## config.mk

```make
export PLATFORM = sky130hd
export DESIGN_NAME = gcd_test_sink_flat
export DESIGN_NICKNAME = d
export VERILOG_FILES = /design/src/rtl/gcd_test_sink_pkg.sv /design/src/rtl/gcd_test_sink_if.sv /design/src/rtl/gcd_test_sink_lfsr8.sv /design/src/rtl/gcd_test_sink.sv /design/src/flat_wrapper.sv
export SDC_FILE = /design/constraint.sdc
export NUM_CORES = 1
export LEC_CHECK = 0
export CAP_MARGIN = 20
export CORE_UTILIZATION = 51
export DETAILED_ROUTE_END_ITERATION = 10
export PLACE_DENSITY_LB_ADDON = 0.25
export RECOVER_POWER = 100
export SKIP_LAST_GASP = 1
export SLEW_MARGIN = 20
export SYNTH_ARGS = -nofsm -noshare
export SYNTH_HDL_FRONTEND = slang
export SYNTH_SLANG_ARGS = --single-unit
```

## constraint.sdc

```tcl
create_clock -name clk -period 3.65 [get_ports clk]
set_input_delay 0.73 -clock clk [delete_from_list [all_inputs] [get_ports clk]]
set_output_delay 0.73 -clock clk [all_outputs]
set_load 0.01 [all_outputs]
```

## src/rtl/gcd_test_sink_pkg.sv

```systemverilog
`default_nettype none
// ============================================================================
// Module   : gcd_test_pkg
// Brief    : Shared constants, vector tables and state type for the GCD sink.
// Revision : 1.0
// ============================================================================
package gcd_test_pkg;

    localparam int GCD_TEST_NMSGS_MAX = 8;

    localparam logic [15:0] SRC_A [GCD_TEST_NMSGS_MAX] =
        '{16'd27, 16'd21, 16'd25, 16'd19, 16'd40, 16'd250, 16'd5, 16'd0};
    localparam logic [15:0] SRC_B [GCD_TEST_NMSGS_MAX] =
        '{16'd15, 16'd49, 16'd30, 16'd27, 16'd40, 16'd190, 16'd250, 16'd7};
    localparam logic [15:0] EXPECTED [GCD_TEST_NMSGS_MAX] =
        '{16'd3, 16'd7, 16'd5, 16'd1, 16'd40, 16'd10, 16'd5, 16'd7};

    typedef enum logic [0:0] {
        ST_RUN  = 1'b0,
        ST_DONE = 1'b1
    } sink_state_e;

    function automatic logic [15:0] expected_at(input logic [2:0] idx);
        return EXPECTED[idx];
    endfunction

endpackage
`default_nettype wire

```

## src/rtl/gcd_test_sink_if.sv

```systemverilog
`default_nettype none
// ============================================================================
// Module   : gcd_test_sink_if
// Brief    : Response val/rdy/msg channel between the GCD unit and its sink.
// Revision : 1.0
// ============================================================================
interface gcd_test_sink_if #(
    parameter int NBITS = 16
) ();
    logic             resp_val;
    logic             resp_rdy;
    logic [NBITS-1:0] resp_msg;

    modport master (output resp_val, output resp_msg, input resp_rdy);
    modport slave  (input resp_val, input resp_msg, output resp_rdy);
endinterface
`default_nettype wire

```

## src/rtl/gcd_test_sink_lfsr8.sv

```systemverilog
`default_nettype none
// ============================================================================
// Module   : lfsr8
// Brief    : 8-bit Fibonacci LFSR, shifts left with XOR feedback into bit 0.
// Revision : 1.0
// ============================================================================
module lfsr8 #(
    parameter logic [7:0] SEED = 8'hA5,
    parameter logic [7:0] TAPS = 8'hB8
) (
    input  wire logic       clk,
    input  wire logic       reset,
    input  wire logic       en,
    output logic [7:0]      out
);
    logic [7:0] lfsr_q;
    logic [7:0] lfsr_d;

    always_comb begin
        lfsr_d = lfsr_q;
        if (en) begin
            lfsr_d = {lfsr_q[6:0], ^(lfsr_q & TAPS)};
        end
    end

    always_ff @(posedge clk or posedge reset) begin
        if (reset) begin
            lfsr_q <= SEED;
        end else begin
            lfsr_q <= lfsr_d;
        end
    end

    assign out = lfsr_q;
endmodule
`default_nettype wire

```

## src/rtl/gcd_test_sink.sv

```systemverilog
`default_nettype none
// ============================================================================
// Module   : gcd_test_sink
// Brief    : In-order response checker with pseudo-random backpressure.
// Revision : 1.0
// ============================================================================
module gcd_test_sink
    import gcd_test_pkg::*;
#(
    parameter int         NBITS     = 16,
    parameter int         NMSGS     = 8,
    parameter bit         STALL_EN  = 1'b1,
    parameter logic [7:0] LFSR_SEED = 8'hA5
) (
    input  wire logic       clk,
    input  wire logic       reset,
    gcd_test_sink_if.slave  resp,
    output logic            sink_done,
    output logic            err,
    output logic [7:0]      err_count,
    output logic [2:0]      first_err_idx,
    output logic            extra_msg
);
    localparam logic [2:0] C_LAST_IDX = 3'(NMSGS - 1);
    // x^8 + x^6 + x^5 + x^4 + 1 maps onto state bits 7,5,4,3
    localparam logic [7:0] C_TAPS     = 8'hB8;

    sink_state_e state_q, state_d;
    logic [2:0]  idx_q, idx_d;
    logic        sink_done_q, sink_done_d;
    logic        err_q, err_d;
    logic [7:0]  err_count_q, err_count_d;
    logic [2:0]  first_err_idx_q, first_err_idx_d;
    logic        extra_msg_q, extra_msg_d;

    logic [7:0]       w_lfsr;
    logic             w_lfsr_en;
    logic             w_stall;
    logic             w_rdy;
    logic             w_xfer;
    logic             w_mismatch;
    logic [15:0]      w_exp_raw;
    logic [NBITS-1:0] w_exp;
    logic             w_unused_lfsr;

    assign w_lfsr_en = (state_q == ST_RUN);

    lfsr8 #(
        .SEED (LFSR_SEED),
        .TAPS (C_TAPS)
    ) u_lfsr (
        .clk   (clk),
        .reset (reset),
        .en    (w_lfsr_en),
        .out   (w_lfsr)
    );

    assign w_unused_lfsr = &{1'b0, w_lfsr[7:2]};

    // Ready depends only on registered state, never on resp_val
    assign w_stall    = STALL_EN && (w_lfsr[1:0] == 2'b00);
    assign w_rdy      = !reset && (state_q == ST_RUN) && !w_stall;
    assign w_xfer     = resp.resp_val && w_rdy;
    assign w_exp_raw  = expected_at(idx_q);
    assign w_exp      = NBITS'(w_exp_raw);
    assign w_mismatch = (resp.resp_msg != w_exp);

    always_comb begin
        state_d         = state_q;
        idx_d           = idx_q;
        sink_done_d     = sink_done_q;
        err_d           = err_q;
        err_count_d     = err_count_q;
        first_err_idx_d = first_err_idx_q;
        extra_msg_d     = extra_msg_q;

        case (state_q)
            ST_RUN: begin
                if (w_xfer) begin
                    if (w_mismatch) begin
                        err_d = 1'b1;
                        if (err_count_q != 8'hFF) begin
                            err_count_d = err_count_q + 8'd1;
                        end
                        if (!err_q) begin
                            first_err_idx_d = idx_q;
                        end
                    end
                    idx_d = idx_q + 3'd1;
                    if (idx_q == C_LAST_IDX) begin
                        state_d     = ST_DONE;
                        sink_done_d = 1'b1;
                    end
                end
            end
            ST_DONE: begin
                if (resp.resp_val) begin
                    extra_msg_d = 1'b1;
                end
            end
            default: begin
                state_d = ST_RUN;
            end
        endcase
    end

    always_ff @(posedge clk or posedge reset) begin
        if (reset) begin
            state_q         <= ST_RUN;
            idx_q           <= 3'd0;
            sink_done_q     <= 1'b0;
            err_q           <= 1'b0;
            err_count_q     <= 8'd0;
            first_err_idx_q <= 3'd0;
            extra_msg_q     <= 1'b0;
        end else begin
            state_q         <= state_d;
            idx_q           <= idx_d;
            sink_done_q     <= sink_done_d;
            err_q           <= err_d;
            err_count_q     <= err_count_d;
            first_err_idx_q <= first_err_idx_d;
            extra_msg_q     <= extra_msg_d;
        end
    end

    assign resp.resp_rdy = w_rdy;
    assign sink_done     = sink_done_q;
    assign err           = err_q;
    assign err_count     = err_count_q;
    assign first_err_idx = first_err_idx_q;
    assign extra_msg     = extra_msg_q;
endmodule
`default_nettype wire

```

## src/flat_wrapper.sv

```systemverilog
// flat-port wrapper written by rule: the top's interface ports become plain ports
module gcd_test_sink_flat import gcd_test_pkg::*;
#(
    parameter int         NBITS     = 16,
    parameter int         NMSGS     = 8,
    parameter bit         STALL_EN  = 1'b1,
    parameter logic [7:0] LFSR_SEED = 8'hA5
)
  (clk, reset, sink_done, err, err_count, first_err_idx, extra_msg, resp_resp_val, resp_resp_msg, resp_resp_rdy);
  gcd_test_sink_if #(.NBITS(NBITS)) resp_i ();
  input  wire logic clk;
  input  wire logic reset;
  output logic sink_done;
  output logic err;
  output logic [7:0] err_count;
  output logic [2:0] first_err_idx;
  output logic extra_msg;
  input wire logic [$bits(resp_i.resp_val)-1:0] resp_resp_val;
  input wire logic [$bits(resp_i.resp_msg)-1:0] resp_resp_msg;
  output wire logic [$bits(resp_i.resp_rdy)-1:0] resp_resp_rdy;
  assign resp_i.resp_val = resp_resp_val;
  assign resp_i.resp_msg = resp_resp_msg;
  assign resp_resp_rdy = resp_i.resp_rdy;
  gcd_test_sink #(.NBITS(NBITS), .NMSGS(NMSGS), .STALL_EN(STALL_EN), .LFSR_SEED(LFSR_SEED)) u_core (.clk(clk), .reset(reset), .resp(resp_i), .sink_done(sink_done), .err(err), .err_count(err_count), .first_err_idx(first_err_idx), .extra_msg(extra_msg));
endmodule
```

==> run summary <==
outcome -> completed
hold path startpoint -> u_core.extra_msg
final WL -> 2.469 mm
number of buffers created by CTS -> 3
worst slew pin tran -> 1.076 ns
CTS tree -> yes
Syn. warnings -> 0
Finish-stage setup viols -> 0
Setup TNS -> 0 ns
Critical Path RT -> 3.86 ns
DR vias -> 971
R2R cell count -> 7
period utilization -> 80.82%
largest family of logic cells by synthesized area -> simple AND/OR/NAND/NOR gates
GRT Overall Usage -> 20.93%
Root Buffer Master -> clkbuf_4
critical-path cell list -> clkdlybuf4s50_1, nor4b_1, o221ai_1, a221oi_1, nor2_1, mux2_1
clock latency on the worst-skew pair -> 0.32 ns
CP max stage delay -> 0.94 ns
RR Startpoint -> u_core.idx_q[1]
drt wl/cell -> 14.19 um
Overflow after GRT -> 0
Synth Flop Type -> dfrtp_1
Area contributors post-synth -> dfrtp_1, mux2_2, dfstp_2
Crit Path Max Fanout -> 9
CTS Sinks -> 26
hold path depth -> 1
DRC -> 0
Hold WC Path Type -> reg2reg
area leader, netlist -> dfrtp_1
die height -> 51.93 um
Synth Area in XOR/XNOR -> 6.890%
post-synth top area share -> 43.31%
NumNets Final -> 170
Fin. Hold Viols -> 0
Setup CP Type -> in2reg
Max Clk Rate -> 339.0 MHz
Die X -> 51.93 um
share of cells above drive strength 1 -> 10.96%
CP Depth -> 6
Final Slew Violations -> 0
Pwr Total -> 455.7 uW
synthesized area -> 1271 um^2
CP top delay family -> compound AO/OA/AOI/OAI gates
Yosys reg bits -> 26
Leakage -> 0.0008149 uW
# rows -> 17
H-Tree Depth -> 1
Multi-input gate area -> 569.3 um^2
Crit. End Element -> flip-flop
Min Hold Slack -> 0.4615 ns
Crit path buffers/inverters -> 1
number of vias per cell -> 5.580
Layout area overhead -> 28.94%
initial antenna violation count -> 0
Filler cells -> 168
Syn Nets -> 132
drt pass-1 iters -> 4
Syn Inst Count -> 109
diodes inserted -> 0
post-synthesis adder-cell area fraction -> 3.937%
Setup crit start -> resp_resp_msg[3]
clock skew -> 0.01368 ns
post_cts resized -> 0
first-pass GRT wire length -> 4.126 mm
port bufs -> 33
Tmin final -> 2.950 ns
die area -> 2696 um^2
Mapped Avg Cell Area -> 11.66 um^2
startpoint types -> input pin
Clock Path Buffers -> 2
clock-pin slew on the worst setup and hold paths -> 0.12 ns
Arr. time, crit path -> 3.16 ns
Core ar. -> 2276 um^2
post-CTS setup buffers -> 0
Worst IR Drop VDD -> 0.0002743 V
GP Congestion -> 0.7969
I/O pin total -> 34
Max transition margin -> 28.28%
CP max stage cell -> a221oi_1
Max Cap Violations -> 0
FF+latch area -> 655.6 um^2
DR iter-0 viols -> 7
vias in the first global route -> 1001
RSZ-0062 raised after global routing -> false
hold buffer count at CTS -> 0
largest net degree at the start of global routing -> 27
DP HPWL -> 1.836 mm
remaining antenna violation count -> 0
Initial Utilization -> 55.85%
post-synthesis compound-gate area fraction -> 8.071%
post-synthesis cell type count -> 28
mux cell area share after synthesis -> 11.52%
Async S/R FF share, synth -> 100.0%
Seq/Total Area, Yosys -> 51.57%
simple-gate share of the synthesized area -> 16.24%
Post-synth EDFFs -> 0
PwrDens -> 278.0 nW/um^2
-- registers in the layout, summed over array words and instances (netlist names) --
register              cells
u_core.idx_q              3
u_core.state_q            1
u_core.sink_done          1
u_core.err_count          8
u_core.first_err_idx      3
u_core.extra_msg          1
u_core.u_lfsr.out         8
u_core.err                1
-- cell type report --
cell class | count | area share (%)
clock buffer | 4 | 1.603
inverter | 5 | 1.145
multi-input combinational | 77 | 34.73
sequential | 26 | 40.00
tap | 28 | 2.137
timing repair buffer | 34 | 20.38
-- where the power goes --
part / leakage, uW / internal (uW) / total [uW] / switching (uW)
combinational: 0.000460 / 23.9 / 39.6 / 15.7
sequential: 0.000339 / 290 / 293 / 2.73
clock: 0.0000150 / 42.8 / 123 / 80.2
-- layer usage --
layer	vias up	share of wire, %	global-route usage, %	routed length, um
met5	-	0	0	0
met4	0	1.9	11.26	48
met3	4	5.8	2.339	144
met2	29	47	35.90	1162
met1	479	45	25.48	1113
li1	459	-	-	-
-- through the flow --
stage	cells	worst slack, ns	utilization [%]	instance area, um^2
after detailed placement	170	0.8091	72.07	1640
final	174	0.7001	72.02	1639
after CTS	174	0.9122	73.23	1667
after global routing	174	0.4932	72.02	1639
after floorplan	109	1.460	-	1271
after global placement	170	0.9140	72.07	1640
-- layout by cell type, fill, tap and decap left out, drive strengths merged, types with 3 or more instances in the layout --
| cell type | count |
|---|---|
| nor4b | 3 |
| nor2 | 4 |
| xnor2 | 5 |
| nand2b | 3 |
| clkdlybuf4s50 | 16 |
| dlygate4sd3 | 17 |
| nor3 | 5 |
| xor2 | 5 |
| clkbuf | 5 |
| nor4 | 3 |
| a21o | 4 |
| ha | 4 |
| dfrtp | 22 |
| mux2 | 13 |
| inv | 5 |
| nand3 | 3 |
| nand2 | 13 |
| dfstp | 4 |
| o21ai | 3 |
-- kinds of logic (layout without fill, tap and decap cells) --
logic type / Yosys count / after routing
DFF: 26 / 26
adders and majority gates: 4 / 4
muxes: 13 / 13
xor gates and xnor gates: 10 / 10
AOI/OAI and AO/OA: 12 / 12
and+or+nand+nor: 38 / 38
buffers and inverters: 6 / 43
-- final timing paths --
path | endpoint | slack (ns)
hold reg to reg | u_core.extra_msg | 0.46
hold / removal | u_core.extra_msg | 0.46
min in group asynchronous | u_core.err_count[0] | 1.10
max in group asynchronous | u_core.err_count[1] | 1.97
setup reg to reg | u_core.err_count[1] | 0.97
setup / recovery | u_core.err_count[1] | 0.70
-- cells in the mapped netlist (4+ instances only) --
master,count
ha_1,4
dfstp_2,4
inv_1,5
dfrtp_1,22
mux2_2,10
nor2_1,4
a21o_1,4
nor3_1,5
xnor2_1,5
nand2_1,13
xor2_1,5
No activity file was read; power rests on OpenSTA's default activity.
